==> config.mk <==
export PLATFORM = sky130hd
export DESIGN_NAME = pipe_control
export DESIGN_NICKNAME = d
export VERILOG_FILES = /design/src/rtl/pipe_control_pkg.sv /design/src/rtl/pipe_control_ctrl_decode.sv /design/src/rtl/pipe_control.sv
export SDC_FILE = /design/constraint.sdc
export NUM_CORES = 1
export LEC_CHECK = 0
export CORE_UTILIZATION = 45
export CTS_CLUSTER_SIZE = 20
export DETAILED_ROUTE_END_ITERATION = 10
export PLACE_DENSITY = 0.77
export SLEW_MARGIN = 20
export SYNTH_ARGS = -nofsm -noshare
export SYNTH_HDL_FRONTEND = slang
export SYNTH_HIERARCHICAL = 1
export SYNTH_SLANG_ARGS = --single-unit
==> constraint.sdc <==
create_clock -name clk -period 2.63 [get_ports clk]
set_input_delay 0.263 -clock clk [delete_from_list [all_inputs] [get_ports clk]]
set_output_delay 0.263 -clock clk [all_outputs]
set_load 0.05 [all_outputs]
==> src/rtl/pipe_control_pkg.sv <==
// Shared definitions for the pipeline control slice: opcodes, ALUOp codes and
// the per-stage control bundles carried through EX, MEM and WB.
package pipe_control_pkg;

   localparam logic [6:0] OP_R      = 7'b0110011;
   localparam logic [6:0] OP_I      = 7'b0010011;
   localparam logic [6:0] OP_LOAD   = 7'b0000011;
   localparam logic [6:0] OP_STORE  = 7'b0100011;
   localparam logic [6:0] OP_BRANCH = 7'b1100011;
   localparam logic [6:0] OP_JAL    = 7'b1101111;
   localparam logic [6:0] OP_JALR   = 7'b1100111;
   localparam logic [6:0] OP_LUI    = 7'b0110111;

   typedef enum logic [2:0] {
      ALU_MEM    = 3'b000,
      ALU_BRANCH = 3'b001,
      ALU_RTYPE  = 3'b010,
      ALU_ITYPE  = 3'b011,
      ALU_JUMP   = 3'b100,
      ALU_LUI    = 3'b101
   } alu_op_e;

   typedef struct packed {
      logic    alusrc;
      logic    memtoreg;
      logic    regwrite;
      logic    memread;
      logic    memwrite;
      logic    branch;
      logic    jump;
      alu_op_e aluop;
      logic    illegal;
   } ctrl_t;

   typedef struct packed {
      logic memread;
      logic memwrite;
      logic memtoreg;
      logic regwrite;
   } mem_ctrl_t;

   typedef struct packed {
      logic memtoreg;
      logic regwrite;
   } wb_ctrl_t;

endpackage

==> src/rtl/pipe_control_ctrl_decode.sv <==
// Combinational ID-stage decoder: opcode to control bundle plus which source
// registers the instruction actually reads (used by the load-use check).
module ctrl_decode
   import pipe_control_pkg::*;
#(
   parameter int OPCODE_W = 7,
   parameter int EN_JUMP  = 1
) (
   input  logic                i_valid,
   input  logic [OPCODE_W-1:0] i_opcode,
   output ctrl_t               o_ctrl,
   output logic                o_rs1_used,
   output logic                o_rs2_used
);

   localparam logic [OPCODE_W-1:0] OPC_R      = OPCODE_W'(OP_R);
   localparam logic [OPCODE_W-1:0] OPC_I      = OPCODE_W'(OP_I);
   localparam logic [OPCODE_W-1:0] OPC_LOAD   = OPCODE_W'(OP_LOAD);
   localparam logic [OPCODE_W-1:0] OPC_STORE  = OPCODE_W'(OP_STORE);
   localparam logic [OPCODE_W-1:0] OPC_BRANCH = OPCODE_W'(OP_BRANCH);
   localparam logic [OPCODE_W-1:0] OPC_JAL    = OPCODE_W'(OP_JAL);
   localparam logic [OPCODE_W-1:0] OPC_JALR   = OPCODE_W'(OP_JALR);
   localparam logic [OPCODE_W-1:0] OPC_LUI    = OPCODE_W'(OP_LUI);

   always_comb begin
      o_ctrl     = '0;
      o_rs1_used = 1'b0;
      o_rs2_used = 1'b0;
      if (i_valid) begin
         case (i_opcode)
            OPC_R: begin
               o_ctrl.regwrite = 1'b1;
               o_ctrl.aluop    = ALU_RTYPE;
               o_rs1_used      = 1'b1;
               o_rs2_used      = 1'b1;
            end
            OPC_I: begin
               o_ctrl.alusrc   = 1'b1;
               o_ctrl.regwrite = 1'b1;
               o_ctrl.aluop    = ALU_ITYPE;
               o_rs1_used      = 1'b1;
            end
            OPC_LOAD: begin
               o_ctrl.alusrc   = 1'b1;
               o_ctrl.memtoreg = 1'b1;
               o_ctrl.regwrite = 1'b1;
               o_ctrl.memread  = 1'b1;
               o_ctrl.aluop    = ALU_MEM;
               o_rs1_used      = 1'b1;
            end
            OPC_STORE: begin
               o_ctrl.alusrc   = 1'b1;
               o_ctrl.memwrite = 1'b1;
               o_ctrl.aluop    = ALU_MEM;
               o_rs1_used      = 1'b1;
               o_rs2_used      = 1'b1;
            end
            OPC_BRANCH: begin
               o_ctrl.branch = 1'b1;
               o_ctrl.aluop  = ALU_BRANCH;
               o_rs1_used    = 1'b1;
               o_rs2_used    = 1'b1;
            end
            // Jump-class opcodes are only legal in builds with jump support.
            OPC_JAL: begin
               if (EN_JUMP != 0) begin
                  o_ctrl.jump     = 1'b1;
                  o_ctrl.regwrite = 1'b1;
                  o_ctrl.aluop    = ALU_JUMP;
               end else begin
                  o_ctrl.illegal = 1'b1;
               end
            end
            OPC_JALR: begin
               if (EN_JUMP != 0) begin
                  o_ctrl.alusrc   = 1'b1;
                  o_ctrl.jump     = 1'b1;
                  o_ctrl.regwrite = 1'b1;
                  o_ctrl.aluop    = ALU_JUMP;
                  o_rs1_used      = 1'b1;
               end else begin
                  o_ctrl.illegal = 1'b1;
               end
            end
            OPC_LUI: begin
               if (EN_JUMP != 0) begin
                  o_ctrl.alusrc   = 1'b1;
                  o_ctrl.regwrite = 1'b1;
                  o_ctrl.aluop    = ALU_LUI;
               end else begin
                  o_ctrl.illegal = 1'b1;
               end
            end
            default: o_ctrl.illegal = 1'b1;
         endcase
      end
   end

endmodule

==> src/rtl/pipe_control.sv <==
// Pipeline control: decodes the ID instruction, detects load-use hazards and
// carries control bits through the EX, MEM and WB stage registers.
module pipe_control
   import pipe_control_pkg::*;
#(
   parameter int OPCODE_W   = 7,
   parameter int ALU_OP_W   = 3,
   parameter int REG_ADDR_W = 5,
   parameter int EN_JUMP    = 1
) (
   input  logic                  clk,
   input  logic                  rst_n,
   input  logic                  id_valid,
   input  logic [OPCODE_W-1:0]   id_opcode,
   input  logic [REG_ADDR_W-1:0] id_rs1,
   input  logic [REG_ADDR_W-1:0] id_rs2,
   input  logic [REG_ADDR_W-1:0] id_rd,
   input  logic                  stall_ext,
   input  logic                  flush,
   output logic                  hazard_stall,
   output logic                  ex_alusrc,
   output logic                  ex_branch,
   output logic                  ex_jump,
   output logic                  ex_illegal,
   output logic [ALU_OP_W-1:0]   ex_aluop,
   output logic [REG_ADDR_W-1:0] ex_rd,
   output logic                  mem_memread,
   output logic                  mem_memwrite,
   output logic                  mem_memtoreg,
   output logic                  mem_regwrite,
   output logic [REG_ADDR_W-1:0] mem_rd,
   output logic                  wb_memtoreg,
   output logic                  wb_regwrite,
   output logic [REG_ADDR_W-1:0] wb_rd
);

   ctrl_t                 w_dec;
   logic                  w_rs1_used;
   logic                  w_rs2_used;
   logic                  w_hazard;

   ctrl_t                 r_ex;
   logic [REG_ADDR_W-1:0] r_ex_rd;
   mem_ctrl_t             r_mem;
   logic [REG_ADDR_W-1:0] r_mem_rd;
   wb_ctrl_t              r_wb;
   logic [REG_ADDR_W-1:0] r_wb_rd;

   ctrl_decode #(
      .OPCODE_W (OPCODE_W),
      .EN_JUMP  (EN_JUMP)
   ) u_decode (
      .i_valid    (id_valid),
      .i_opcode   (id_opcode),
      .o_ctrl     (w_dec),
      .o_rs1_used (w_rs1_used),
      .o_rs2_used (w_rs2_used)
   );

   // x0 is never a real destination, so a load to it cannot create a hazard.
   assign w_hazard = id_valid && r_ex.memread && (r_ex_rd != '0) &&
                     ((w_rs1_used && (id_rs1 == r_ex_rd)) ||
                      (w_rs2_used && (id_rs2 == r_ex_rd)));

   always_ff @(posedge clk or negedge rst_n) begin
      if (!rst_n) begin
         r_ex     <= '0;
         r_ex_rd  <= '0;
         r_mem    <= '0;
         r_mem_rd <= '0;
         r_wb     <= '0;
         r_wb_rd  <= '0;
      end else if (!stall_ext) begin
         r_mem.memread  <= r_ex.memread;
         r_mem.memwrite <= r_ex.memwrite;
         r_mem.memtoreg <= r_ex.memtoreg;
         r_mem.regwrite <= r_ex.regwrite;
         r_mem_rd       <= r_ex_rd;
         r_wb.memtoreg  <= r_mem.memtoreg;
         r_wb.regwrite  <= r_mem.regwrite;
         r_wb_rd        <= r_mem_rd;
         if (flush || w_hazard) begin
            r_ex    <= '0;
            r_ex_rd <= '0;
         end else begin
            r_ex    <= w_dec;
            r_ex_rd <= id_rd;
         end
      end
   end

   assign hazard_stall = w_hazard;
   assign ex_alusrc    = r_ex.alusrc;
   assign ex_branch    = r_ex.branch;
   assign ex_jump      = r_ex.jump;
   assign ex_illegal   = r_ex.illegal;
   assign ex_aluop     = ALU_OP_W'(r_ex.aluop);
   assign ex_rd        = r_ex_rd;
   assign mem_memread  = r_mem.memread;
   assign mem_memwrite = r_mem.memwrite;
   assign mem_memtoreg = r_mem.memtoreg;
   assign mem_regwrite = r_mem.regwrite;
   assign mem_rd       = r_mem_rd;
   assign wb_memtoreg  = r_wb.memtoreg;
   assign wb_regwrite  = r_wb.regwrite;
   assign wb_rd        = r_wb_rd;

endmodule
Word-level counts from Yosys, hierarchy flattened
Cells that the tools add are included.
{"block": "word_totals", "reg_bits": 32, "output_inout_bits": 29}
{"block": "classes", "eq_ne": 10, "mux": 15, "n_reduce_logical": 14}
{"operator": "2-to-1 mux 11 bit", "n": 2}
{"operator": "equality test 7 x 6 -> 1 bit, second input constant", "n": 3}
{"operator": "equality test 7 bit, second input constant", "n": 3}
{"operator": "one-hot mux 3 bit (5 select lines)", "n": 1}
{"operator": "OR reduction 6 bit", "n": 2}
{"operator": "2-to-1 mux 1 bit", "n": 11}
{"operator": "equality test 5 bit", "n": 2}
{"operator": "OR reduction 8 bit", "n": 1}
{"operator": "equality test 7 x 2 -> 1 bit, second input constant", "n": 1}
{"operator": "equality test 7 x 5 -> 1 bit, second input constant", "n": 1}
{"operator": "logical AND 1 bit", "n": 5}
{"operator": "2-to-1 mux 5 bit", "n": 1}
{"operator": "nonzero test 5 bit", "n": 1}
{"operator": "OR reduction 5 bit", "n": 1}
{"operator": "OR reduction 3 bit", "n": 1}
{"operator": "logical OR 1 bit", "n": 2}
{"operator": "OR reduction 2 bit", "n": 1}

Logic depth before layout (Yosys ltp)
Gate-level depths: netlist of run 1.
{"block": "depth", "word_depth": 9, "depth_mapped": 8, "ltp_nobuf": 6}

By module
Netlist of run 1, hierarchy kept.
{"module": "pipe_control", "instances": 1, "cells_per_inst": 145, "area_each_um2": 1715.4, "seq_area_each_um2": 800.8}
{"module": "ctrl_decode", "instances": 1, "cells_per_inst": 40, "area_each_um2": 259.0, "seq_area_each_um2": 0.0}

Worst setup path after synthesis of run 1
Ideal clock, no wire load.
{"block": "synth_path", "path_kind": "flip-flop to output port", "start": "register r_ex_rd[3] (netlist: ex_rd[3])", "end": "output port hazard_stall", "setup_slack_ns": 0.558, "required_time_ns": 2.367, "path_buffers": 0, "arrival_ns": 1.809, "stages_incl_launch_ff": 4, "path_cell_list": "dfrtp_1 -> or4_4 -> o211ai_4 -> and2b_2"}
{"block": "synth_via", "elab_chain_cells": 4, "word_cells_on_any_way": 8, "classes_between": "eq/ne (2); reduce/logical (6)"}
{"element": "start, declared", "line_no": "pipe_control.sv:43", "text": "logic [REG_ADDR_W-1:0] r_ex_rd;"}
{"element": "start signal, assigned", "line_no": "pipe_control.sv:87", "text": "r_ex_rd <= id_rd;"}
{"element": "equality test 5 bit (on tied branches)", "line_no": "pipe_control.sv:62, pipe_control.sv:63"}
{"element": "logical AND 1 bit (on tied branches)", "line_no": "pipe_control.sv:62, pipe_control.sv:63"}
{"element": "logical OR 1 bit", "line_no": "pipe_control.sv:62", "text": "((w_rs1_used && (id_rs1 == r_ex_rd)) ||"}
{"element": "logical AND 1 bit *", "line_no": "pipe_control.sv:61", "text": "assign w_hazard = id_valid && r_ex.memread && (r_ex_rd != '0) &&"}
{"element": "end, declared", "line_no": "pipe_control.sv:20", "text": "output logic hazard_stall,"}
Mark *: on every way between the ends. The rest lies on a longest branch, timed or not.

Final worst setup path of run 1
Same ends and word-level chain as after synthesis.

==> reports/results.env, run 1 <==
CLOCK_INSERTION_DELAY_WORST_SKEW_NS=0.28
CTS_MAX_LEVEL=2
ROUTE.DETAILED.WL_PER_INST_UM=14.6
WORST_SLEW_SLACK_AS_A_FRACTION_OF_ITS_LIMIT_PCT=31.5
CRIT_TYPE='flop to output pin'
CLASS_OF_THE_TIGHTEST_HOLD_OR_REMOVAL_CHECK='primary input to async pin'
SYN-NUM-NETS=212
NUMBER_OF_STORAGE_ELEMENTS_IN_THE_SYNTHESIS_NETLIST=32
CLOCK_SINK_COUNT=32
INITIAL_STANDARD_CELL_UTILIZATION_OF_THE_CORE_PCT=48.0
FINALSETUPVIOLATIONS=0
CTS_ROOT_BUF='sky130_fd_sc_hd__clkbuf_8'
RESULT_OF_THE_RUN='complete, no violations'
CTS.REPAIR_TIMING.SETUP_BUFFER_COUNT=0
POSTROUTEWIRELENGTH_UM=4150
REG2REG_SETUP_SLACK_NS=0.86
STATIC-LEAKAGE-POWER_uW=0.00101
SYNTHTOLAYOUTAREAGROWTH_PCT=33.7
TIMING.CRITICAL_PATH.ARRIVAL_NS=1.91
CRITICAL_PATH.N_BUFFERS_INVERTERS=1
LAYOUT.CELLS.NON_FILLER=284
CRITICAL_PATH.ENDPOINT_TYPE='output pin'
ASYNCSETRESETFLOPFRACSYNTH_PCT=100
MAPPEDNETLISTAREA_UM2=1970
FIRST_GLOBAL_VIAS=1421
DETAIL-ROUTE-ANTENNA-NETS=0
GRT_MAX_DEGREE=65
CTSRESIZECOUNT=0
CRIT_CHAIN='or4_4 -> o211ai_4 -> and2b_2 -> buf_12'
SYNTH_CELL_TYPES=41
P_PER_AREA_nW_PER_UM2=546
DR.PASS1.ITERS=4
DR.FIRST_ITER.DRC_COUNT=102
LAYOUT.NETS=260
CTS_BUFFERS=5
DIE_AREA_UM2=4660
WORST_PATH_MAX_DELAY_CELL='sky130_fd_sc_hd__or4_4'
DIE_W_UM=68.2
BOUNDARY_PINS=56
TIMING.CRITICAL_PATH.SLOWEST_CELL_DELAY_NS=0.58
PERIOD_NEEDED_NS=2.17
AVGSYNTHCELLAREA_UM2=10.7
UNREPAIRED_SETUP_ENDPOINTS_AFTER_GLOBAL_ROUTING='no'
WORST_EP_REQUIRED_TIME_NS=2.37
PLACEABLECOREAREA_UM2=4120
FINAL_COMMON_CELL='sky130_fd_sc_hd__clkdlybuf4s50_1'
WORSTREG2REGEND='r_ex[6]$_DFFE_PN0N_'
VIAS=1577
TIMING.MAX_CAP.VIOLATIONS=0
GR-TOTAL-OVERFLOW=0
LAYOUT_COMMON_CELLS='sky130_fd_sc_hd__clkdlybuf4s50_1 (53), sky130_fd_sc_hd__dfrtp_1 (32)'
FIN_WORST_SKEW_NS=0.00770
SYNTH_CELLS=185
TRITONCTS='built'
CTS.PATH.MAX_BUFFERS=2
ROWS=23
CRIT-REG2REG-LAUNCH='ex_rd[3]$_DFFE_PN0N_'
FINALHOLDVIOLATIONS=0
FMAXACHIEVABLE_GHz=0.460
FIN_CRIT_SH_PCT=82.6
PLACED_CELLS_INCL_TAPS=276
RATIO_OF_CELLS_WITH_DRIVE_ABOVE_1_IN_THE_FINAL_LAYOUT_PCT=26.5
WORST-R2R-CELL-COUNT=5
PORT_BUFFERS=55
ROUTE.DETAILED.DRC=0
YS_SEQ_AREA_SHARE_PCT=40.6
TIMING.CRITICAL_PATH.FROM_TYPE='flop'
ROUTED_VIA_COUNT_DIVIDED_BY_CELL_COUNT=5.55
SYNTH_TOP_FLOP_CELL='sky130_fd_sc_hd__dfrtp_1'
VDD.IR_DROP.WORST_mV=0.436
INITIAL_ANTENNA_VIOLATION_COUNT=0
CRITICAL_PATH.MAX_FANOUT=6
HPWLAFTERDP_UM=2870
ANTENNA-DIODE-COUNT=0
CELL_FAMILY_WITH_MOST_CP_DELAY='simple AND/OR/NAND/NOR gates'
DIE_HEIGHT_UM=68.2
SYNTH-EDFF-COUNT=0
ROUTABILITYCONGESTION=0.873
HOLDBUFCOUNTCTS=0
DRV_SLEW=0
SYNTH_WARNINGS=6
CLK_PIN_SLEW_NS=0.07
WORST_PIN_SLEW_NS=1.03
GRT_FIRST_PASS_WIRELENGTH_UM=6690
GRT_USAGE_PCT=19.5
SETUP-TNS-FINAL_NS=0
-- flip-flops by register name, indices dropped and copies added, names as in the netlist --
signal,count
mem_memread,1
wb_memtoreg,1
ex_jump,1
ex_aluop,3
mem_memtoreg,1
mem_regwrite,1
wb_regwrite,1
ex_illegal,1
mem_memwrite,1
ex_branch,1
ex_rd,5
mem_rd,5
ex_alusrc,1
wb_rd,5
r_ex,4
-- per-stage QoR --
stage          area, µm²  util, %  setup WS [ns]  total power [µW]  hold slack, ns
3_3_place_gp        2530     61.5          0.381               986           0.486
4_1_cts             2640     64.2          0.445              1450           0.400
2_1_floorplan       1970        -          0.558               833         -0.0326
6_report            2640     64.2          0.457              1440           0.375
5_1_grt             2640     64.2          0.320              1500           0.421
3_5_place_dp        2530     61.5          0.358               994           0.492
-- cell type report --
class	instances	area [µm²]
Clock buffer	6	72.6
Clock inverter	2	35.0
Fill cell	355	1480
Inverter	2	7.51
Multi-Input combinational cell	132	1070
Sequential cell	32	801
Tap cell	50	62.6
Timing Repair Buffer	60	593
-- cell usage after synthesis (all sizes together) (2+ instances only) --
master  instances  area share [%]
a21oi           2            0.51
a22oi          16             6.1
buf            11             3.7
clkbuf          8             1.5
dfrtp          32              41
inv             2            0.38
mux2           16             9.1
nand2           4            0.76
nand4           3            0.95
nand4b          2            0.89
nor2            7             1.3
nor3b          17             6.7
o21ai          17             6.2
or2             2            0.63
or3b           16             7.1
xnor2          10             4.4
-- routing by layer --
| metal | part of all wire, % | vias up | GRT usage, % |
|---|---|---|---|
| met5 | 0 | - | 0 |
| li1 | - | 774 | - |
| met2 | 50 | 36 | 31.0 |
| met3 | 4.0 | 4 | 3.67 |
| met1 | 45 | 763 | 25.8 |
| met4 | 0.84 | 0 | 7.81 |
-- worst max path at each step --
stage                               from                   to  cells past startpoint
CTS                 ex_rd[3]$_DFFE_PN0N_         hazard_stall                      4
floorplan           ex_rd[3]$_DFFE_PN0N_         hazard_stall                      3
detailed placement              id_valid  r_ex[9]$_DFFE_PN0N_                      6
global route                id_opcode[5]         hazard_stall                      7
global placement            id_opcode[6]  r_ex[9]$_DFFE_PN0N_                      6
finish              ex_rd[3]$_DFFE_PN0N_         hazard_stall                      4
-- report_power, final --
group / internal, µW / switching, µW
clock network: 281 / 178
logic: 170 / 239
registers: 532 / 38.8
total: 984 / 456
-- logic make-up after synthesis --
group	Yosys count	share of synthesized area, %
XOR/XNOR	11	4.88
buffers and inverters	21	5.64
AND/OR/NAND/NOR	61	22.6
multiplexers	16	9.13
flip-flops	32	40.6
AO/OA/AOI/OAI	44	17.2
Power figures use the tool's default switching activity.
==> run 2: changes to the inputs <==
==> constraint.sdc (replaced) <==
create_clock -name clk -period 2 [get_ports clk]
set_input_delay 0.2 -clock clk [delete_from_list [all_inputs] [get_ports clk]]
set_output_delay 0.2 -clock clk [all_outputs]
set_load 0.05 [all_outputs]
==> reports/results.env, run 2 (same netlist as run 1, synthesis figures left out) <==
LAYOUT.NETS=275  # was 260
SWITCHING_SHARE_PCT=32.0  # was 31.7%
PLACEABLECOREAREA_UM2=4120  # unchanged
WORST_EP_REQUIRED_TIME_NS=1.80  # was 2.37 ns
DRV_SLEW=0  # unchanged
FIRST_GLOBAL_VIAS=1520  # was 1421
STATIC-LEAKAGE-POWER_uW=0.00111  # was 0.00101 µW
FINALHOLDVIOLATIONS=0  # unchanged
MULTIINPUTGATEAREA_UM2=1080  # was 1070 µm²
INTPOWER_uW=1310  # was 984 µW
CTS.PATH.MAX_BUFFERS=2  # unchanged
COMB_POWER_SHARE_PCT=30.0  # was 28.4%
GRT_FIRST_PASS_WIRELENGTH_UM=7110  # was 6690 µm
PORT_BUFFERS=55  # unchanged
POWER_FRAC_SEQ_PCT=38.3  # was 39.7%
ROWS=23  # unchanged
CTS.REPAIR_TIMING.SETUP_BUFFER_COUNT=0  # unchanged
DIE_W_UM=68.2  # unchanged
GRT.BUSIEST_LAYER='met2'  # unchanged
DP_SLACK_NS=-0.122  # was 0.358 ns
DIE_AREA_UM2=4660  # unchanged
INITIAL_STANDARD_CELL_UTILIZATION_OF_THE_CORE_PCT=48.0  # unchanged
ROUTE.DETAILED.DRC=0  # unchanged
CTS_MAX_LEVEL=2  # unchanged
DR.FIRST_ITER.DRC_COUNT=59  # was 102
WORST_PIN_SLEW_NS=1.08  # was 1.03 ns
GRT_USAGE_PCT=20.7  # was 19.5%
CTS_ROOT_BUF='sky130_fd_sc_hd__clkbuf_8'  # unchanged
P_SWITCHING_uW=619  # was 456 µW
CRIT-REG2REG-LAUNCH='ex_rd[3]$_DFFE_PN0N_'  # unchanged
BOUNDARY_PINS=56  # unchanged
FILLERS=332  # was 355
FMAXACHIEVABLE_GHz=0.508
CRIT_CHAIN='or4_4 -> o211ai_4 -> and2b_2 -> buf_12'  # unchanged
VDD.IR_DROP.WORST_mV=0.473  # was 0.436 mV
FINAL_COMMON_CELL='sky130_fd_sc_hd__clkdlybuf4s50_1'  # unchanged
UNREPAIRED_SETUP_ENDPOINTS_AFTER_GLOBAL_ROUTING='yes'  # was no
ROUTABILITYCONGESTION=0.827  # was 0.873
GLOBAL_ROUTE.USAGE.MET3_PCT=4.33  # was 3.67%
DIE_HEIGHT_UM=68.2  # unchanged
DR.PASS1.ITERS=4  # unchanged
HPWLAFTERDP_UM=3060  # was 2870 µm
CLOCK_POWER_SHARE_PCT=31.7  # was 31.9%
WORST-R2R-CELL-COUNT=5  # unchanged
INITIAL_ANTENNA_VIOLATION_COUNT=0  # unchanged
CRITICAL_PATH.MAX_FANOUT=2  # was 6
ROUTE.DETAILED.WL_PER_INST_UM=14.7  # was 14.6 µm
DETAIL-ROUTE-ANTENNA-NETS=0  # unchanged
CRITICAL_PATH.ENDPOINT_TYPE='output pin'  # unchanged
CLOCK_INSERTION_DELAY_WORST_SKEW_NS=0.28  # about the same
CLK_PIN_SLEW_NS=0.07  # about the same
WORST_PATH_MAX_DELAY_CELL='sky130_fd_sc_hd__or4_4'  # unchanged
LAYOUT_COMMON_CELLS='sky130_fd_sc_hd__clkdlybuf4s50_1 (49), sky130_fd_sc_hd__dfrtp_1 (30), sky130_fd_sc_hd__buf_4 (20)'  # was sky130_fd_sc_hd__clkdlybuf4s50_1 (53), sky130_fd_sc_hd__dfrtp_1 (32)
FIN_CRIT_SH_PCT=98.4
RESULT_OF_THE_RUN='complete, no violations'  # unchanged
PERIOD_NEEDED_NS=1.97
GRT_MAX_DEGREE=65  # unchanged
TIMING.MAX_CAP.VIOLATIONS=0  # unchanged
P_PER_AREA_nW_PER_UM2=695  # was 546 nW/µm²
TIMING.CRITICAL_PATH.FROM_TYPE='flop'  # unchanged
MET2_LAYER_USAGE_REPORTED_BY_GLOBAL_ROUTE_PCT=34.4  # was 31.0%
TRITONCTS='built'  # unchanged
POSTROUTEWIRELENGTH_UM=4390  # was 4150 µm
WORST_SLEW_SLACK_AS_A_FRACTION_OF_ITS_LIMIT_PCT=28.3  # was 31.5%
SYNTHTOLAYOUTAREAGROWTH_PCT=40.9  # was 33.7%
CRIT_PATH_SETUP_SLACK_LAYOUT_NS=0.0320  # was 0.457 ns
FINALSETUPVIOLATIONS=0  # unchanged
SETUP.WORST_PATH.START='ex_rd[3]$_DFFE_PN0N_'  # unchanged
CLASS_OF_THE_TIGHTEST_HOLD_OR_REMOVAL_CHECK='primary input to async pin'  # unchanged
GR-TOTAL-OVERFLOW=0  # unchanged
ANTENNA-DIODE-COUNT=0  # unchanged
SEQUENTIAL_CELL_AREA_UM2=803  # was 801 µm²
CRIT_TYPE='flop to output pin'  # unchanged
RATIO_OF_CELLS_WITH_DRIVE_ABOVE_1_IN_THE_FINAL_LAYOUT_PCT=33.3  # was 26.5%
TIMING.CRITICAL_PATH.ARRIVAL_NS=1.77  # was 1.91 ns
TIMING.CRITICAL_PATH.SLOWEST_CELL_DELAY_NS=0.52  # was 0.58 ns
GRT_UTIL_MET1_PCT=26.6  # was 25.8%
CTS_BUFFERS=5  # unchanged
FIN_WORST_SKEW_NS=0.00927  # was 0.00770 ns
POWER_uW=1930  # was 1440 µW
CLOCK_SINK_COUNT=32  # unchanged
ROUTED_VIA_COUNT_DIVIDED_BY_CELL_COUNT=5.58  # was 5.55
VIAS=1667  # was 1577
-- run 2: per-layer routing --
layer,part of all wire (%),vias up
li1,-,802
met2,49,36
met5,0,-
met1,46,823
met4,1.3,0
met3,3.7,6
-- run 2: worst paths after layout --
kind                                                  to  slack, ns
worst max-delay path                        hazard_stall       0.03
worst min-delay path            mem_memtoreg$_DFFE_PN0N_       0.34
worst max register to register      ex_rd[0]$_DFFE_PN0N_       0.36
worst min register to register   wb_regwrite$_DFFE_PN0N_       0.51
max in group asynchronous           ex_rd[3]$_DFFE_PN0N_       1.34
min in group clk                     ex_jump$_DFFE_PN0N_       0.49
-- run 2: power by group through the flow --
stage | Clock (µW) | Sequential [µW] | Combinational, µW
final | 613 | 740 | 580
after global routing | 661 | 749 | 611
after CTS | 628 | 740 | 579
after detailed placement | 0 | 753 | 578
after global placement | 0 | 751 | 570
after floorplan | 0 | 939 | 157
-- run 2: final cells by class --
cell class,count,area share (%)
multi-input combinational,132,39.0
timing repair buffer,75,25.6
clock inverter,3,1.53
tap,50,2.25
inverter,2,0.270
clock buffer,5,2.47
sequential,32,28.9
-- run 2: timing repair --
item,CTS,global route
pin swaps,1,3
setup endpoints to repair,1,1
gates cloned,0,0
hold buffers,0,0
resized for setup,1,7
-- run 2: critical path, delay by kind of cell (launching register included) --
family	cells	cell delay (ns)
flops	1	0.40
compound gates	1	0.16
buf+inv	1	0.15
simple gates	2	0.78
-- run 2: through the flow --
stage | setup TNS (ns) | util [%] | area, µm² | std cells | hold WS [ns]
after global routing | -0.0108 | 67.6 | 2780 | 299 | 0.368
after CTS | 0 | 67.0 | 2760 | 299 | 0.350
after global placement | -0.522 | 64.3 | 2650 | 291 | 0.486
final | 0 | 67.6 | 2780 | 299 | 0.337
after detailed placement | -0.684 | 64.3 | 2650 | 291 | 0.498
after floorplan | 0 | - | 1980 | 185 | -0.0956
